**config.mk**
```make
export PLATFORM = sky130hd
export DESIGN_NAME = hcf_engine
export DESIGN_NICKNAME = d
export VERILOG_FILES = /design/src/rtl/hcf_pkg.sv /design/src/rtl/hcf_datapath.sv /design/src/rtl/hcf_engine.sv
export SDC_FILE = /design/constraint.sdc
export NUM_CORES = 1
export LEC_CHECK = 0
export CELL_PAD_IN_SITES_DETAIL_PLACEMENT = 1
export CELL_PAD_IN_SITES_GLOBAL_PLACEMENT = 2
export CORE_AREA = 2 2 113 115
export DETAILED_ROUTE_END_ITERATION = 10
export DIE_AREA = 0 0 115 117
export PLACE_DENSITY_LB_ADDON = 0.2
export SLEW_MARGIN = 10
export SYNTH_ARGS = -nofsm -noshare
export SYNTH_HDL_FRONTEND = slang
export SYNTH_SLANG_ARGS = --single-unit
```
**constraint.sdc**
```tcl
create_clock -name clk -period 4.25 [get_ports clk]
set_clock_uncertainty 0.05 [all_clocks]
set_input_delay 0.85 -clock clk [delete_from_list [all_inputs] [get_ports clk]]
set_output_delay 0.85 -clock clk [all_outputs]
set_load 0.02 [all_outputs]
```
**src/rtl/hcf_pkg.sv**
```systemverilog
// Shared types and constants for the subtraction-based HCF (GCD) engine.
package hcf_pkg;

  localparam int WIDTH_DEFAULT = 16;

  typedef enum logic [2:0] {
    IDLE,
    LOAD_A,
    LOAD_B,
    CALC,
    DONE
  } state_e;

  // Source selected for an operand register when its load enable is high.
  typedef enum logic [1:0] {
    SEL_DATA,
    SEL_DIFF,
    SEL_OR
  } sel_e;

endpackage

```
**src/rtl/hcf_datapath.sv**
```systemverilog
// Operand registers, input muxing, subtractor and comparator for hcf_engine.
module hcf_datapath
  import hcf_pkg::*;
#(
  parameter int WIDTH = WIDTH_DEFAULT
) (
  input  logic             clk,
  input  logic             rst,
  input  logic             ldA_i,
  input  logic             ldB_i,
  input  logic [1:0]       selIn_i,
  input  logic             subDir_i,
  input  logic [WIDTH-1:0] dataIn_i,
  output logic [WIDTH-1:0] opA_o,
  output logic             lt_o,
  output logic             gt_o,
  output logic             eq_o,
  output logic             aZero_o,
  output logic             bZero_o
);

  logic [WIDTH-1:0] opA_q, opA_d;
  logic [WIDTH-1:0] opB_q, opB_d;
  logic [WIDTH-1:0] diff;

  // subDir_i selects B-A instead of A-B; the controller only asks for larger minus smaller.
  always_comb begin
    diff  = subDir_i ? (opB_q - opA_q) : (opA_q - opB_q);
    opA_d = opA_q;
    opB_d = opB_q;
    if (ldA_i) begin
      if (selIn_i == SEL_DATA)      opA_d = dataIn_i;
      else if (selIn_i == SEL_DIFF) opA_d = diff;
      else                          opA_d = opA_q | opB_q;
    end
    if (ldB_i) begin
      opB_d = (selIn_i == SEL_DATA) ? dataIn_i : diff;
    end
  end

  always_ff @(posedge clk) begin
    if (rst) begin
      opA_q <= '0;
      opB_q <= '0;
    end else begin
      opA_q <= opA_d;
      opB_q <= opB_d;
    end
  end

  assign opA_o   = opA_q;
  assign lt_o    = opA_q < opB_q;
  assign gt_o    = opA_q > opB_q;
  assign eq_o    = opA_q == opB_q;
  assign aZero_o = opA_q == '0;
  assign bZero_o = opB_q == '0;

endmodule

```
**src/rtl/hcf_engine.sv**
```systemverilog
// Iterative GCD by repeated subtraction: serial operand load, FSM controller
// driving hcf_datapath, four-phase start/done handshake.
module hcf_engine
  import hcf_pkg::*;
#(
  parameter int WIDTH = WIDTH_DEFAULT
) (
  input  logic             clk,
  input  logic             rst,
  input  logic             start,
  input  logic [WIDTH-1:0] data_in,
  output logic             done,
  output logic             busy,
  output logic [WIDTH-1:0] hcf_out
);

  state_e           state_q, state_d;
  logic             ldA, ldB, subDir;
  logic [1:0]       selIn;
  logic [WIDTH-1:0] opA;
  logic             lt, gt, eq, aZero, bZero;

  hcf_datapath #(.WIDTH(WIDTH)) u_datapath (
    .clk      (clk),
    .rst      (rst),
    .ldA_i    (ldA),
    .ldB_i    (ldB),
    .selIn_i  (selIn),
    .subDir_i (subDir),
    .dataIn_i (data_in),
    .opA_o    (opA),
    .lt_o     (lt),
    .gt_o     (gt),
    .eq_o     (eq),
    .aZero_o  (aZero),
    .bZero_o  (bZero)
  );

  always_ff @(posedge clk) begin
    if (rst) state_q <= IDLE;
    else     state_q <= state_d;
  end

  // Zero check precedes the equality check so gcd(x,0)=x resolves in one step.
  always_comb begin
    state_d = state_q;
    ldA     = 1'b0;
    ldB     = 1'b0;
    selIn   = SEL_DATA;
    subDir  = 1'b0;
    unique case (state_q)
      IDLE:   if (start) state_d = LOAD_A;
      LOAD_A: begin
        ldA     = 1'b1;
        state_d = LOAD_B;
      end
      LOAD_B: begin
        ldB     = 1'b1;
        state_d = CALC;
      end
      CALC: begin
        if (aZero || bZero) begin
          ldA     = 1'b1;
          selIn   = SEL_OR;
          state_d = DONE;
        end else if (eq) begin
          state_d = DONE;
        end else if (gt) begin
          ldA   = 1'b1;
          selIn = SEL_DIFF;
        end else if (lt) begin
          ldB    = 1'b1;
          selIn  = SEL_DIFF;
          subDir = 1'b1;
        end
      end
      DONE:    if (!start) state_d = IDLE;
      default: state_d = IDLE;
    endcase
  end

  assign done    = state_q == DONE;
  assign busy    = (state_q == LOAD_A) || (state_q == LOAD_B) || (state_q == CALC);
  assign hcf_out = done ? opA : '0;

endmodule

```
==> results of run 1 <==
## stage by stage
| step | setup slack, ps | util | hold slack [ps] |
|---|---|---|---|
| final | 477.8 | 0.3983 | 494.8 |
| after global placement | 596.7 | 0.3841 | 469.8 |
| after detailed placement | 441.5 | 0.3841 | 489.0 |
| after global routing | 219.2 | 0.3983 | 513.3 |
| after CTS | 475.0 | 0.3983 | 496.9 |
| after floorplan | 1232 | - | 434.4 |
## routing by layer
layer	vias to the layer above	wire length, microns	GRT usage
met5	-	0	0
met4	0	540	0.1092
met3	34	750	0.03759
met2	115	8142	0.4447
met1	2223	7565	0.3420
li1	2124	-	-
## critical path, cell delays in order (launching register included)
cell       delay (ps)
dfxtp_1           380
inv_1             100
ha_1              240
fa_1              450
o21ba_1           210
or4_1             460
a21boi_2          260
o21a_1            470
nor3_4            120
buf_4             240
a2111oi_4         360
a221oi_1           90
a211oi_1          250
## final timing paths
path	startpoint	end	slack, ps	depth (start not counted)
min	u_datapath.opB_q[15]$_SDFFE_PP0P_	u_datapath.opB_q[15]$_SDFFE_PP0P_	490	2
min reg2reg	u_datapath.opB_q[15]$_SDFFE_PP0P_	u_datapath.opB_q[15]$_SDFFE_PP0P_	490	2
max	u_datapath.opA_o[0]$_SDFFE_PP0P_	u_datapath.opB_q[5]$_SDFFE_PP0P_	480	12
max reg2reg	u_datapath.opA_o[0]$_SDFFE_PP0P_	u_datapath.opB_q[5]$_SDFFE_PP0P_	480	12
## Yosys cell counts (3+ instances only)
library cell and number:
o21ai_0 25, nand2_1 24, mux2i_1 13, a221oi_1 4
clkbuf_1 12, nor2b_1 5, ha_1 47, or2_2 5
nor2_1 67, o21bai_1 7, nand4_1 4, a221o_1 5
nor3b_1 3, a21oi_1 37, buf_4 4, a311oi_1 14
buf_1 4, a31oi_1 10, o211ai_1 5, a211oi_1 14
o31ai_1 3, a21o_1 6, nand2b_1 5, buf_2 17
o21a_1 6, nor3_1 16, o211a_1 4, o21ai_2 3
or3_1 8, nor4_1 33, a22oi_1 3, nand3_1 13
xnor2_1 6, dfxtp_1 35, inv_1 51
## layout make-up
cell class / count / area [sq um] / share of cell area
Multi-Input combinational cell: 440 / 3141 / 0.6405
Sequential cell: 35 / 700.7 / 0.1429
Timing Repair Buffer: 52 / 505.5 / 0.1031
Inverter: 52 / 195.2 / 0.03981
Tap cell: 150 / 187.7 / 0.03828
Clock buffer: 6 / 138.9 / 0.02832
Clock inverter: 2 / 35.03 / 0.007145
## sequential cells by signal, summed over array words and instances, names as in the netlist
signal / cells
u_datapath.opA_o: 16
u_datapath.opB_q: 16
state_q: 3
## power groups by stage
stage	sequential (mW)	clock [mW]	combinational, mW
after floorplan	0.461	0	1.92
after global placement	0.496	0	2.59
after detailed placement	0.499	0	2.60
after CTS	0.492	0.468	2.62
after global routing	0.502	0.479	2.91
final	0.492	0.455	2.66
## cells by family (layout without fill, tap and decap cells)
kind of cell / count (synthesis) / in the layout
compound gates: 173 / 173
flops: 35 / 35
fa+ha+maj: 49 / 49
xor+xnor: 7 / 7
simple gates: 198 / 198
buf+inv: 91 / 112
mux: 13 / 13
==> impl_metrics.py, run 1 <==
metrics = {
    "yosys": {
        "synth_top_family_by_area": "compound AO/OA/AOI/OAI gates",
        "synth_seq_cells": 35,
        "synthArstFlopShare": 0,
        "synth-seq-area-share": 0.1658,
        "synthTopCellsByArea": "dfxtp_1, ha_1, nor2_1",
        "yosys_warnings": 0,
        "synthCells": 566,
        "yosys.area.top_type": "dfxtp_1",
        "synth.avg_cell_area_sq_um": 7.467,
        "yosys.area_share.simple": 0.2407,
        "synth_xor_area_frac": 0.01451,
        "syn_area_sq_um": 4227,
        "synth_cell_types": 72,
        "synth_mux_area_frac": 0.03079,
        "synth_nets": 634,
        "synth-adder-area-share": 0.1486,
        "synthFlopType": "dfxtp_1",
        "synth-compound-area-share": 0.3067,
        "yosysTopAreaCellShare": 0.1658,
        "synth-edff-count": 0,
    },
    "power": {
        "p_int_mw": 1.644,
        "p_leak_nw": 1.819,
        "p_switching_mw": 1.961,
        "powerDensity_nw_per_um2": 735.2,
        "p_clk_frac": 0.126,
        "switching_share": 0.5440,
        "finalPower_mw": 3.605,
        "ir_worst_vdd_mv": 0.2463,
        "p_comb_frac": 0.737,
        "p_seq_frac": 0.136,
    },
    "sta": {
        "slew_headroom": 0.4754,
        "rsz0062_at_grt": "false",
        "hold_viol_final": 0,
        "fmax_ghz": 0.2651,
        "finalWorstPathRequiredPeriod_ps": 3772,
        "slew_violations": 0,
        "fin_tns_setup_ps": 0,
        "worst_pin_slew_ps": 786.9,
        "setup_viol_count_final": 0,
        "period_share": 0.8876,
    },
    "global_routing": {
        "grt-ovfl-total": 0,
        "grt.total_usage": 0.2647,
        "antenna_found_initial": 0,
        "grt_start_max_net_pins": 26,
        "grt_pass1_vias": 4632,
        "grt_pass1_wl_mm": 26.89,
    },
    "place": {
        "place_area_sq_um": 4730,
        "place_congestion": 0.8935,
        "dp_hpwl_mm": 12.75,
        "dpl.cell_count": 729,
        "portBuffers": 36,
    },
    "cts": {
        "cts_hold_buf": 0,
        "cts.clk_slew.worst_paths_ps": 60,
        "cts_tree": "yes",
        "cts_made_buffers": 5,
        "ctsResizeCount": 0,
        "cts.path.max_buffers": 2,
        "cts_sinks": 35,
        "cts_root_buffer": "clkbuf_16",
        "h-tree-depth": 2,
        "insertion_delay_ps": 290,
        "cts_setup_buffers": 0,
    },
    "finish": {
        "layout_commonest_cell": "nor2_1",
        "fill_cells": 1544,
        "drive_above_1_share": 0.08348,
        "design_area_sq_um": 4903,
        "final_cell_mix": "nor2_1, inv_1, ha_1",
        "fin_cells": 737,
        "antennaDiodeCount": 0,
        "syn2layout_area_growth_pct": 16.02,
        "fin_nets": 654,
    },
    "die": {
        "die_w_microns": 115,
        "coreArea_sq_um": 12310,
        "die_area_sq_um": 13460,
        "die_h_microns": 117,
        "initial_core_util": 0.3433,
        "ios": 37,
        "rows": 41,
    },
    "setup_path": {
        "worstSetupPathType": "reg2reg",
        "cp.arrival_ps": 3930,
        "required_ps": 4400,
        "start_kind": "register",
        "worstPathMaxFanout": 13,
        "worst_setup_path_end_kind": "register",
    },
    "routing": {
        "routed_wl_mm": 17.00,
        "ant_nets": 0,
        "vias_per_cell": 6.100,
        "wl_per_cell_microns": 23.07,
        "drt_iter0_drc": 264,
        "drc": 0,
        "firstDrtPassIters": 4,
        "vias": 4496,
    },
    "hold_path": {
        "min_path_type": "reg2reg",
    },
    "run_status": {
        "status": "complete, no violations",
    },
    "flow_run": {
        "max_cap_viol_count": 0,
    },
}
Power figures use the tool's default switching activity.
==> run 2, diff against run 1 <==
Settings changed: CORE_AREA 2 2 113 115 to 2 2 109 111, DIE_AREA 0 0 115 117 to 0 0 111 113, SYNTH_HIERARCHICAL from default to 1.
==> run 2 against run 1 <==
Utilization up 5.4 points. Final area up 4.0%. Fmax down 7.4%. Critical path depth up 9. Cell count down 2.0%. First-iteration DRC count down 38%. Die area down 6.8%. Area after synthesis down 10%. Highest routed layer unchanged.
==> impl_metrics.py, run 2 <==
metrics = {
    "run_status": {
        "status": "complete, no violations",
    },
    "setup_path": {
        "crit_path_max_incr_delay_ps": 360,
        "worst_setup_path_end_kind": "register",
        "ff2ff_setup_slack_ps": 180,
        "start_kind": "register",
        "cp.arrival_ps": 4180,
        "r2r_end": "u_datapath/opB_q[15]$_SDFFE_PP0P_",
        "timing.rr.start": "u_datapath/opA_o[0]$_SDFFE_PP0P_",
        "reg2reg_depth": 21,
        "crit_slowest_cell": "a211oi_2",
        "worstPathMaxFanout": 6,
        "path_common_cell": "o21ai_2",
        "worstPathCellList": "inv_2, ha_4, fa_2, o21bai_1, a21oi_2, nor2_1, o31ai_1, a211o_1, a311oi_2, nor3_2, inv_1, nor4_4, buf_4, buf_12, mux2i_1, o21ai_2, o2111ai_2, o21ai_2, a211oi_2, xnor2_2, o22ai_1",
        "worstSetupPathType": "reg2reg",
        "required_ps": 4350,
    },
    "routing": {
        "drt_iter0_drc": 164,
        "firstDrtPassIters": 4,
        "routed_wl_mm": 15.65,
        "wl_per_cell_microns": 21.68,
        "vias": 4048,
        "vias_per_cell": 5.607,
        "drc": 0,
        "ant_nets": 0,
    },
    "hold_path": {
        "min_path_type": "reg2reg",
        "min_from": "u_datapath/opA_o[6]$_SDFFE_PP0P_",
        "min_path_cells": 2,
        "hold_end": "u_datapath/opA_o[6]$_SDFFE_PP0P_",
    },
    "yosys": {
        "synth-edff-count": 0,
        "yosysTopAreaCellShare": 0.1842,
        "synthFlopType": "dfxtp_1",
        "synth_cell_types": 60,
        "synth.avg_cell_area_sq_um": 7.577,
        "synth_seq_cells": 35,
        "yosys_warnings": 6,
        "yosys.area.top_type": "dfxtp_1",
        "syn_area_sq_um": 3804,
        "synthTopCellsByArea": "dfxtp_1, ha_1, a21oi_1",
        "synthArstFlopShare": 0,
        "yosysMostFrequentCell": "inv_1",
        "synth-seq-area-share": 0.1842,
        "synthCells": 502,
        "synth_nets": 572,
        "yosys-top-cells-count": "inv_1, ha_1, nor2_1",
    },
    "finish": {
        "antennaDiodeCount": 0,
        "seqCellArea_sq_um": 703.2,
        "layout_commonest_cell": "buf_4",
        "fin_nets": 648,
        "utilization": 0.4525,
        "syn2layout_area_growth_pct": 34.11,
        "drive_above_1_share": 0.2090,
        "fill_cells": 1386,
        "final_cell_mix": "buf_4, inv_1, ha_1",
        "multi_input_area_sq_um": 3038,
        "design_area_sq_um": 5101,
    },
    "die": {
        "initial_core_util": 0.3374,
        "die_h_microns": 113,
        "rows": 39,
        "coreArea_sq_um": 11270,
        "die_area_sq_um": 12540,
        "die_w_microns": 111,
        "ios": 37,
    },
    "cts": {
        "h-tree-depth": 2,
        "cts_root_buffer": "clkbuf_16",
        "cts.path.max_buffers": 2,
        "cts_hold_buf": 0,
        "cts.clk_slew.worst_paths_ps": 60,
        "cts_made_buffers": 5,
        "cts_tree": "yes",
        "cts_sinks": 35,
        "insertion_delay_ps": 300,
    },
    "place": {
        "portBuffers": 36,
        "place_congestion": 0.9180,
        "place_area_sq_um": 4656,
        "dp_hpwl_mm": 12.15,
    },
    "global_routing": {
        "grt-ovfl-total": 0,
        "antenna_found_initial": 0,
        "grt.total_usage": 0.2461,
        "grt_start_max_net_pins": 23,
        "grt_pass1_wl_mm": 23.72,
        "grt_pass1_vias": 4204,
    },
    "sta": {
        "fmax_ghz": 0.2455,
        "hold_viol_final": 0,
        "worst_pin_slew_ps": 879.2,
        "slew_headroom": 0.4117,
        "finalWorstPathRequiredPeriod_ps": 4074,
        "slew_violations": 0,
        "setup_viol_count_final": 0,
        "period_share": 0.9585,
    },
    "flow_run": {
        "max_cap_viol_count": 0,
    },
}
[run 2: repair_timing]
action                     4_1_cts  5_1_grt
gates cloned                     0        1
resized for setup                6       44
pin swaps                        0       23
setup endpoints to repair        6       26
setup buffers                    0        8
hold endpoints to repair         0        0
[run 2: worst max-delay path by stage]
stage / startpoint / end / slack [ps]
2_1_floorplan: u_datapath/opA_o[2]$_SDFFE_PP0P_ / u_datapath/opB_q[15]$_SDFFE_PP0P_ / 430
3_3_place_gp: u_datapath/opA_o[4]$_SDFFE_PP0P_ / u_datapath/opA_o[14]$_SDFFE_PP0P_ / 20
3_5_place_dp: u_datapath/opA_o[4]$_SDFFE_PP0P_ / u_datapath/opA_o[14]$_SDFFE_PP0P_ / -70
4_1_cts: u_datapath/opA_o[0]$_SDFFE_PP0P_ / u_datapath/opA_o[12]$_SDFFE_PP0P_ / 8
5_1_grt: u_datapath/opA_o[3]$_SDFFE_PP0P_ / u_datapath/opB_q[13]$_SDFFE_PP0P_ / -20
6_report: u_datapath/opA_o[0]$_SDFFE_PP0P_ / u_datapath/opB_q[15]$_SDFFE_PP0P_ / 180
[run 2: kinds of logic after synthesis]
| group | share of synthesized area |
|---|---|
| muxes | 0.05066 |
| and+or+nand+nor | 0.2339 |
| buffers and inverters | 0.08289 |
| adders and majority gates | 0.1717 |
| DFF | 0.1842 |
| xor gates and xnor gates | 0.02763 |
| AOI/OAI and AO/OA | 0.2490 |
[run 2: worst max-delay path: cells and delay by family, from the launching register on]
family,cells,cell delay (ps)
XOR/XNOR,1,180
AO/OA/AOI/OAI,10,1660
adder cells (fa/ha/maj),2,340
flip-flops,1,320
AND/OR/NAND/NOR,3,630
multiplexers,1,220
buffers and inverters,4,520
[run 2: final cells by class]
| cell class | count | area share |
|---|---|---|
| clock buffers | 6 | 0.02526 |
| clock inverters | 2 | 0.002453 |
| inverters | 51 | 0.03826 |
| multi-input cells | 389 | 0.5955 |
| flip-flops and latches | 35 | 0.1378 |
| well taps | 143 | 0.03507 |
| repair buffers | 96 | 0.1656 |
[run 2: metal layers]
metal | share of wire | up-vias | global-route usage | wire, microns
met5 | 0 | - | 0 | 0
met1 | 0.44 | 1977 | 0.2967 | 6837
met3 | 0.034 | 42 | 0.03374 | 533
li1 | - | 1934 | - | -
met2 | 0.48 | 95 | 0.4286 | 7534
met4 | 0.048 | 0 | 0.1283 | 746
[run 2: metrics by stage]
step	setup WS [ps]	hold WS, ps	instances	TNS (ps)
2_1_floorplan	425.9	420.9	502	0
3_3_place_gp	22.23	468.6	705	0
3_5_place_dp	-67.72	484.4	705	-163.5
4_1_cts	8.121	490.9	713	0
5_1_grt	-23.48	520.0	722	-70.95
6_report	176.3	493.5	722	0
Power of run 2 is left out: the tool's default activity adds up to more than one toggle a clock period on the data nets, which glitch-free logic cannot reach.
==> run 3, diff against run 2 <==
Settings changed: CTS_CLUSTER_DIAMETER from default to 80.
==> results of run 3 <==
The final DEF is identical to that of run 2; final timing and power are the same.
Power of run 3 is left out for the same reason.
